**config.mk**
```make
export PLATFORM = sky130hd
export DESIGN_NAME = conv_col_feeder_flat
export DESIGN_NICKNAME = d
export VERILOG_FILES = /design/src/rtl/conv_pkg.sv /design/src/rtl/conv_col_feeder_if.sv /design/src/rtl/conv_addr_gen.sv /design/src/rtl/conv_col_feeder.sv /design/src/flat_wrapper.sv
export SDC_FILE = /design/constraint.sdc
export NUM_CORES = 1
export LEC_CHECK = 0
export CAP_MARGIN = 20
export CORE_ASPECT_RATIO = 0.75
export CORE_UTILIZATION = 54
export DETAILED_ROUTE_END_ITERATION = 8
export PLACE_DENSITY_LB_ADDON = 0.15
export SETUP_SLACK_MARGIN = 0.2
export SYNTH_ARGS = -nofsm -noshare
export SYNTH_HDL_FRONTEND = slang
export SYNTH_HIERARCHICAL = 1
export SYNTH_SLANG_ARGS = --single-unit
export TNS_END_PERCENT = 5
```
**constraint.sdc**
```tcl
create_clock -name clk -period 4.31 [get_ports clk]
set_clock_uncertainty 0.2 [all_clocks]
set_input_delay 0.862 -clock clk [delete_from_list [all_inputs] [get_ports clk]]
set_output_delay 0.862 -clock clk [all_outputs]
set_load 0.005 [all_outputs]
```
**src/rtl/conv_pkg.sv**
```systemverilog
// Shared types and helpers for the convolver column feeder.
package conv_pkg;

    typedef enum logic [2:0] {
        IDLE,
        R0,
        R1,
        R2,
        CAP
    } feeder_state_t;

    localparam int PIX_BITS = 4;
    localparam int COL_W    = 12;

    // Packs one column as {pad, top, middle, bottom} into the 16-bit shift word.
    function automatic logic [15:0] pack_col(
        input logic [PIX_BITS-1:0] top,
        input logic [PIX_BITS-1:0] mid,
        input logic [PIX_BITS-1:0] bot
    );
        return {{(16 - COL_W){1'b0}}, top, mid, bot};
    endfunction

endpackage

```
**src/rtl/conv_col_feeder_if.sv**
```systemverilog
// Sample-buffer read bus plus the column push bus into samp_shift_reg.
interface conv_col_feeder_if
    import conv_pkg::*;
#(
    parameter int ADDR_W = 6
) ();

    logic                rd_en;
    logic [ADDR_W-1:0]   rd_addr;
    logic [PIX_BITS-1:0] rd_data;
    logic                shift_en;
    logic [15:0]         col_out;
    logic                sample_valid;

    modport master (
        output rd_en,
        output rd_addr,
        input  rd_data,
        output shift_en,
        output col_out,
        output sample_valid
    );

    modport slave (
        input  rd_en,
        input  rd_addr,
        output rd_data,
        input  shift_en,
        input  col_out,
        input  sample_valid
    );

endinterface

```
**src/rtl/conv_addr_gen.sv**
```systemverilog
// Window row / column counters and buffer address generation for the feeder.
// Addresses are formed from a running row base (r*IMG_W) so no multiplier is
// needed; the address is computed from the post-advance counter values so the
// caller can register it in the same cycle the counters move.
module conv_addr_gen
    import conv_pkg::*;
#(
    parameter int IMG_W  = 8,
    parameter int IMG_H  = 8,
    parameter int ADDR_W = $clog2(IMG_W * IMG_H)
) (
    input  logic              clk,
    input  logic              n_rst,
    input  logic              advance,
    input  logic [1:0]        row_sel,
    output logic [ADDR_W-1:0] addr,
    output logic              last_col,
    output logic              col_ge2
);

    localparam logic [ADDR_W-1:0] W_STEP = ADDR_W'(IMG_W);
    localparam logic [ADDR_W-1:0] C_MAX  = ADDR_W'(IMG_W - 1);
    localparam logic [ADDR_W-1:0] R_MAX  = ADDR_W'(IMG_H - 3);

    logic [ADDR_W-1:0] c_reg, c_next;
    logic [ADDR_W-1:0] r_reg, r_next;
    logic [ADDR_W-1:0] base_reg, base_next;
    logic [ADDR_W-1:0] row_off;
    logic              col_wrap;

    // Wrap/last detection and counter advance.
    always_comb begin
        col_wrap  = (c_reg == C_MAX);
        last_col  = col_wrap && (r_reg == R_MAX);
        col_ge2   = (c_reg >= ADDR_W'(2));
        c_next    = c_reg;
        r_next    = r_reg;
        base_next = base_reg;
        if (advance) begin
            if (last_col) begin
                c_next    = '0;
                r_next    = '0;
                base_next = '0;
            end else if (col_wrap) begin
                c_next    = '0;
                r_next    = r_reg + ADDR_W'(1);
                base_next = base_reg + W_STEP;
            end else begin
                c_next    = c_reg + ADDR_W'(1);
            end
        end
    end

    // addr(r+k, c) = row base + k*IMG_W + c, built from adders only.
    always_comb begin
        case (row_sel)
            2'd1:    row_off = W_STEP;
            2'd2:    row_off = W_STEP + W_STEP;
            default: row_off = '0;
        endcase
        addr = base_next + c_next + row_off;
    end

    // Counter registers.
    always_ff @(posedge clk or negedge n_rst) begin
        if (!n_rst) begin
            c_reg    <= '0;
            r_reg    <= '0;
            base_reg <= '0;
        end else begin
            c_reg    <= c_next;
            r_reg    <= r_next;
            base_reg <= base_next;
        end
    end

endmodule

```
**src/rtl/conv_col_feeder.sv**
```systemverilog
// Column feeder: reads three vertically adjacent pixels per column from the
// sample buffer and pushes each completed column into samp_shift_reg.
module conv_col_feeder
    import conv_pkg::*;
#(
    parameter int IMG_W  = 8,
    parameter int IMG_H  = 8,
    parameter int ADDR_W = $clog2(IMG_W * IMG_H)
) (
    input  logic               clk,
    input  logic               n_rst,
    input  logic               start,
    input  logic               hold,
    output logic               busy,
    output logic               done,
    conv_col_feeder_if.master  bus
);

    feeder_state_t state_reg, state_next;

    logic [ADDR_W-1:0]   gen_addr;
    logic                last_col;
    logic                col_ge2;
    logic                advance;
    logic [1:0]          row_sel;
    logic                rd_en;
    logic                addr_load;

    logic [ADDR_W-1:0]   rd_addr_reg;
    logic [PIX_BITS-1:0] top_reg;
    logic [PIX_BITS-1:0] mid_reg;
    logic [15:0]         col_out_reg;
    logic                shift_en_reg;
    logic                sample_valid_reg;
    logic                done_reg;

    conv_addr_gen #(
        .IMG_W  (IMG_W),
        .IMG_H  (IMG_H),
        .ADDR_W (ADDR_W)
    ) u_addr_gen (
        .clk      (clk),
        .n_rst    (n_rst),
        .advance  (advance),
        .row_sel  (row_sel),
        .addr     (gen_addr),
        .last_col (last_col),
        .col_ge2  (col_ge2)
    );

    // State register.
    always_ff @(posedge clk or negedge n_rst) begin
        if (!n_rst) begin
            state_reg <= IDLE;
        end else begin
            state_reg <= state_next;
        end
    end

    // Next-state logic; hold only matters while waiting in R0.
    always_comb begin
        state_next = state_reg;
        case (state_reg)
            IDLE:    if (start) state_next = R0;
            R0:      if (!hold) state_next = R1;
            R1:      state_next = R2;
            R2:      state_next = CAP;
            CAP:     state_next = last_col ? IDLE : R0;
            default: state_next = IDLE;
        endcase
    end

    // FSM outputs: read strobe, counter advance and which row the next address targets.
    always_comb begin
        busy      = (state_reg != IDLE);
        rd_en     = ((state_reg == R0) && !hold) || (state_reg == R1) || (state_reg == R2);
        advance   = (state_reg == CAP);
        addr_load = (state_next == R0) || (state_next == R1) || (state_next == R2);
        case (state_next)
            R1:      row_sel = 2'd1;
            R2:      row_sel = 2'd2;
            default: row_sel = 2'd0;
        endcase
    end

    // Address register, pixel capture and the registered push outputs.
    always_ff @(posedge clk or negedge n_rst) begin
        if (!n_rst) begin
            rd_addr_reg      <= '0;
            top_reg          <= '0;
            mid_reg          <= '0;
            col_out_reg      <= '0;
            shift_en_reg     <= 1'b0;
            sample_valid_reg <= 1'b0;
            done_reg         <= 1'b0;
        end else begin
            if (addr_load) begin
                rd_addr_reg <= gen_addr;
            end
            if (state_reg == R1) begin
                top_reg <= bus.rd_data;
            end
            if (state_reg == R2) begin
                mid_reg <= bus.rd_data;
            end
            if (state_reg == CAP) begin
                col_out_reg      <= pack_col(top_reg, mid_reg, bus.rd_data);
                shift_en_reg     <= 1'b1;
                sample_valid_reg <= col_ge2;
                done_reg         <= last_col;
            end else begin
                shift_en_reg     <= 1'b0;
                sample_valid_reg <= 1'b0;
                done_reg         <= 1'b0;
            end
        end
    end

    assign bus.rd_en        = rd_en;
    assign bus.rd_addr      = rd_addr_reg;
    assign bus.shift_en     = shift_en_reg;
    assign bus.col_out      = col_out_reg;
    assign bus.sample_valid = sample_valid_reg;
    assign done             = done_reg;

endmodule

```
**src/flat_wrapper.sv**
```systemverilog
// flat-port wrapper written by rule: the top's interface ports become plain ports
module conv_col_feeder_flat import conv_pkg::*;
#(
    parameter int IMG_W  = 8,
    parameter int IMG_H  = 8,
    parameter int ADDR_W = $clog2(IMG_W * IMG_H)
)
  (clk, n_rst, start, hold, busy, done, bus_rd_en, bus_rd_addr, bus_rd_data, bus_shift_en, bus_col_out, bus_sample_valid);
  conv_col_feeder_if #(.ADDR_W(ADDR_W)) bus_i ();
  input  logic clk;
  input  logic n_rst;
  input  logic start;
  input  logic hold;
  output logic busy;
  output logic done;
  output wire logic [$bits(bus_i.rd_en)-1:0] bus_rd_en;
  output wire logic [$bits(bus_i.rd_addr)-1:0] bus_rd_addr;
  input wire logic [$bits(bus_i.rd_data)-1:0] bus_rd_data;
  output wire logic [$bits(bus_i.shift_en)-1:0] bus_shift_en;
  output wire logic [$bits(bus_i.col_out)-1:0] bus_col_out;
  output wire logic [$bits(bus_i.sample_valid)-1:0] bus_sample_valid;
  assign bus_rd_en = bus_i.rd_en;
  assign bus_rd_addr = bus_i.rd_addr;
  assign bus_i.rd_data = bus_rd_data;
  assign bus_shift_en = bus_i.shift_en;
  assign bus_col_out = bus_i.col_out;
  assign bus_sample_valid = bus_i.sample_valid;
  conv_col_feeder #(.IMG_W(IMG_W), .IMG_H(IMG_H), .ADDR_W(ADDR_W)) u_core (.clk(clk), .n_rst(n_rst), .start(start), .hold(hold), .busy(busy), .done(done), .bus(bus_i));
endmodule
```
==> results.toml <==
[status]
status = "finished, final reports clean"

[critical_path]
cp-end-kind = "register"
worst-path-buf-inv = 0
worst_path_max_delay_cell = "fa_1"
crit_chain = "nand2b_2 > nor2_4 > and4_1 > nand2_4 > o21ai_0 > fa_1 > ha_1 > a21o_1 > a21oi_1 > xnor2_1 > xnor2_1 > xnor2_1 > mux2_2"
crit_required_ns = 4.31
crit_type = "reg2reg"
crit_path_max_fanout = 10
crit_top_cell = "xnor2_1"
max_stage_delay_ns = 0.50
critPathLaunchType = "register"
crit_family = "adder cells"
cp.arrival_ns = 3.84

[timing]
setup-violations-final = 0
rsz0062_at_grt = "false"
final_period_minus_worst_setup_slack_ns = 3.84
slew_viol_final = 0
tns_ns = 0
max_freq_mhz = 260
finalHoldViolCount = 0
period_share_pct = 89.2

[logic_synthesis]
ys_types = 36
ys_ff_latch = 50
synth_top_area_share_pct = 52.1
yosys_most_used_dff = "dfrtp_1"
avgSynthCellArea_um2 = 12.8
synth_edf_count = 0
synth_area_leader_cell = "dfrtp_1"
netlist_area_mm2 = 0.00240
syn_inst = 188
synthArstFlopShare_pct = 100
synthTopCellsByArea = "dfrtp_1, mux2_2, ha_1"
ys_warn_count = 6
ys_seq_area_share_pct = 52.1

[global_route]
grt_overflow = 0
grt_antenna_before_repair = 0
grt_pass1_vias = 1543
grt_max_degree = 51
grt_use_total_pct = 21.6
grt_pass1_wl_mm = 7.35

[die]
num_rows = 20
die_x_um = 79.0
core_mm2 = 0.00415
pin_count = 35
die_height_um = 59.7
dieArea_mm2 = 0.00472
start_util_pct = 57.8

[final_layout]
area_growth_pct = 18.2
largest_register_ffs = 12
antenna_cells = 0
final_layout_size_suffix_gt1_share_pct = 21.0
finalNetCount = 246
fillers = 331
fin_cells = 279

[routing]
vias = 1507
avgRoutedWirePerCell_um = 15.8
wirelength_mm = 4.40
ant_nets = 0
route.detailed.drc = 0
via_per_inst = 5.40
drt-pass1-iter-count = 4
drtIter0Drc = 79

[hold_path]
hp-class = "in2async"

[pwr]
power.density_mw_per_mm2 = 587
ir_worst_vdd_uv = 342
p_leak_nw = 1.32

[clock_network]
cts_root_buf = "clkbuf_8"
cts_hold_buf = 0
clkSinkCount = 50
clk_pin_slew_ns = 0.09
cts_tree = "done"
ctsResizeCount = 0
post_cts_buffers = 0
cts_made_buffers = 5
insertion_delay_ns = 0.30
htreeDepth = 2
clock_path_buffers = 2

[placement]
gp_routability_congestion = 0.760
numPortBuffers = 30
dp_hpwl_mm = 3.22
placed_cells = 270

[flow_run]
max_cap_viol_count = 0
==> logic make-up (layout without fill, tap and decap cells) <==
| kind of cell | after synthesis | count (layout) | synth area share (%) |
|---|---|---|---|
| AOI/OAI and AO/OA | 19 | 19 | 6.05 |
| xor gates and xnor gates | 11 | 11 | 4.01 |
| adders and majority gates | 15 | 15 | 8.75 |
| buffers and inverters | 13 | 46 | 3.44 |
| DFF | 50 | 50 | 52.1 |
| muxes | 27 | 27 | 12.6 |
| other | 1 | 4 | 0.156 |
| and+or+nand+nor | 52 | 52 | 12.9 |
==> stage by stage <==
| stage | hold WS (ns) | util, % | worst slack (ns) | power (W) | area (µm²) |
|---|---|---|---|---|---|
| after floorplan | 0.246 | - | 0.477 | 0.00111 | 2410 |
| after global placement | 0.265 | 65.7 | 0.325 | 0.00135 | 2730 |
| after detailed placement | 0.271 | 65.7 | 0.185 | 0.00140 | 2730 |
| after CTS | 0.287 | 67.9 | 0.483 | 0.00168 | 2820 |
| after global routing | 0.199 | 68.3 | 0.267 | 0.00178 | 2840 |
| final | 0.204 | 68.3 | 0.465 | 0.00167 | 2840 |
==> worst paths after layout <==
path	cells past startpoint	from	slack, ns	to
setup / recovery	13	u_core/state_reg[0]$_DFF_PN0_	0.47	u_core/bus.rd_addr[5]$_DFFE_PN0P_
hold / removal	1	n_rst	0.20	u_core/bus.col_out[10]$_DFFE_PN0N_
setup reg to reg	13	u_core/state_reg[0]$_DFF_PN0_	0.47	u_core/bus.rd_addr[5]$_DFFE_PN0P_
hold reg to reg	1	u_core/u_addr_gen/r_reg[5]$_DFFE_PN0P_	0.28	u_core/u_addr_gen/r_reg[5]$_DFFE_PN0P_
max in group asynchronous	2	n_rst	3.24	u_core/bus.col_out[8]$_DFFE_PN0N_
min in group clk	1	u_core/u_addr_gen/r_reg[5]$_DFFE_PN0P_	0.28	u_core/u_addr_gen/r_reg[5]$_DFFE_PN0P_
==> per-layer routing <==
| metal | GRT usage [%] | vias to the layer above | share of wire, % |
|---|---|---|---|
| met5 | 0 | - | 0 |
| met4 | 11.2 | 0 | 2.1 |
| met3 | 5.34 | 6 | 4.1 |
| met2 | 35.8 | 35 | 49 |
| met1 | 26.8 | 761 | 45 |
| li1 | - | 705 | - |
==> Yosys cell counts, types with 3 or more instances <==
library cell and number:
buf_4 7, nand4_1 3, nand3_1 6, inv_1 5, o21ai_0 8, a21oi_1 4
nand2_1 12, nor2_1 9, mux2_2 26, fa_1 3, xor2_1 3, nor2b_1 7
ha_1 12, dfrtp_1 50, xnor2_1 8
==> cell usage in the layout (no fill, tap or decap), drive strengths merged, types with 3 or more instances in the layout <==
| cell type | n |
|---|---|
| nand4 | 4 |
| nor2 | 10 |
| nand2b | 3 |
| o21ai | 10 |
| nor3 | 3 |
| fa | 3 |
| dfrtp | 50 |
| clkbuf | 7 |
| ha | 12 |
| buf | 4 |
| nor2b | 7 |
| xor2 | 3 |
| a21oi | 4 |
| inv | 5 |
| mux2 | 26 |
| conb | 4 |
| nand3 | 6 |
| clkdlybuf4s50 | 29 |
| xnor2 | 8 |
| nand2 | 13 |
==> area by class of cell <==
cell class	instances	area, µm²	area share [%]
multi-input cells	128	1080	38.0
repair buffers	33	330	11.6
clock inverters	1	5.00	0.176
well taps	55	68.8	2.42
flip-flops and latches	50	1250	44.1
clock buffers	7	86.3	3.04
inverters	5	18.8	0.661
==> report_power, final <==
| part | switching (W) | internal (W) |
|---|---|---|
| Clock | 0.000149 | 0.000130 |
| Sequential | 0.000113 | 0.000621 |
| Combinational | 0.000268 | 0.000386 |
| Total | 0.000530 | 0.00114 |
No activity file was read; power rests on OpenSTA's default activity.
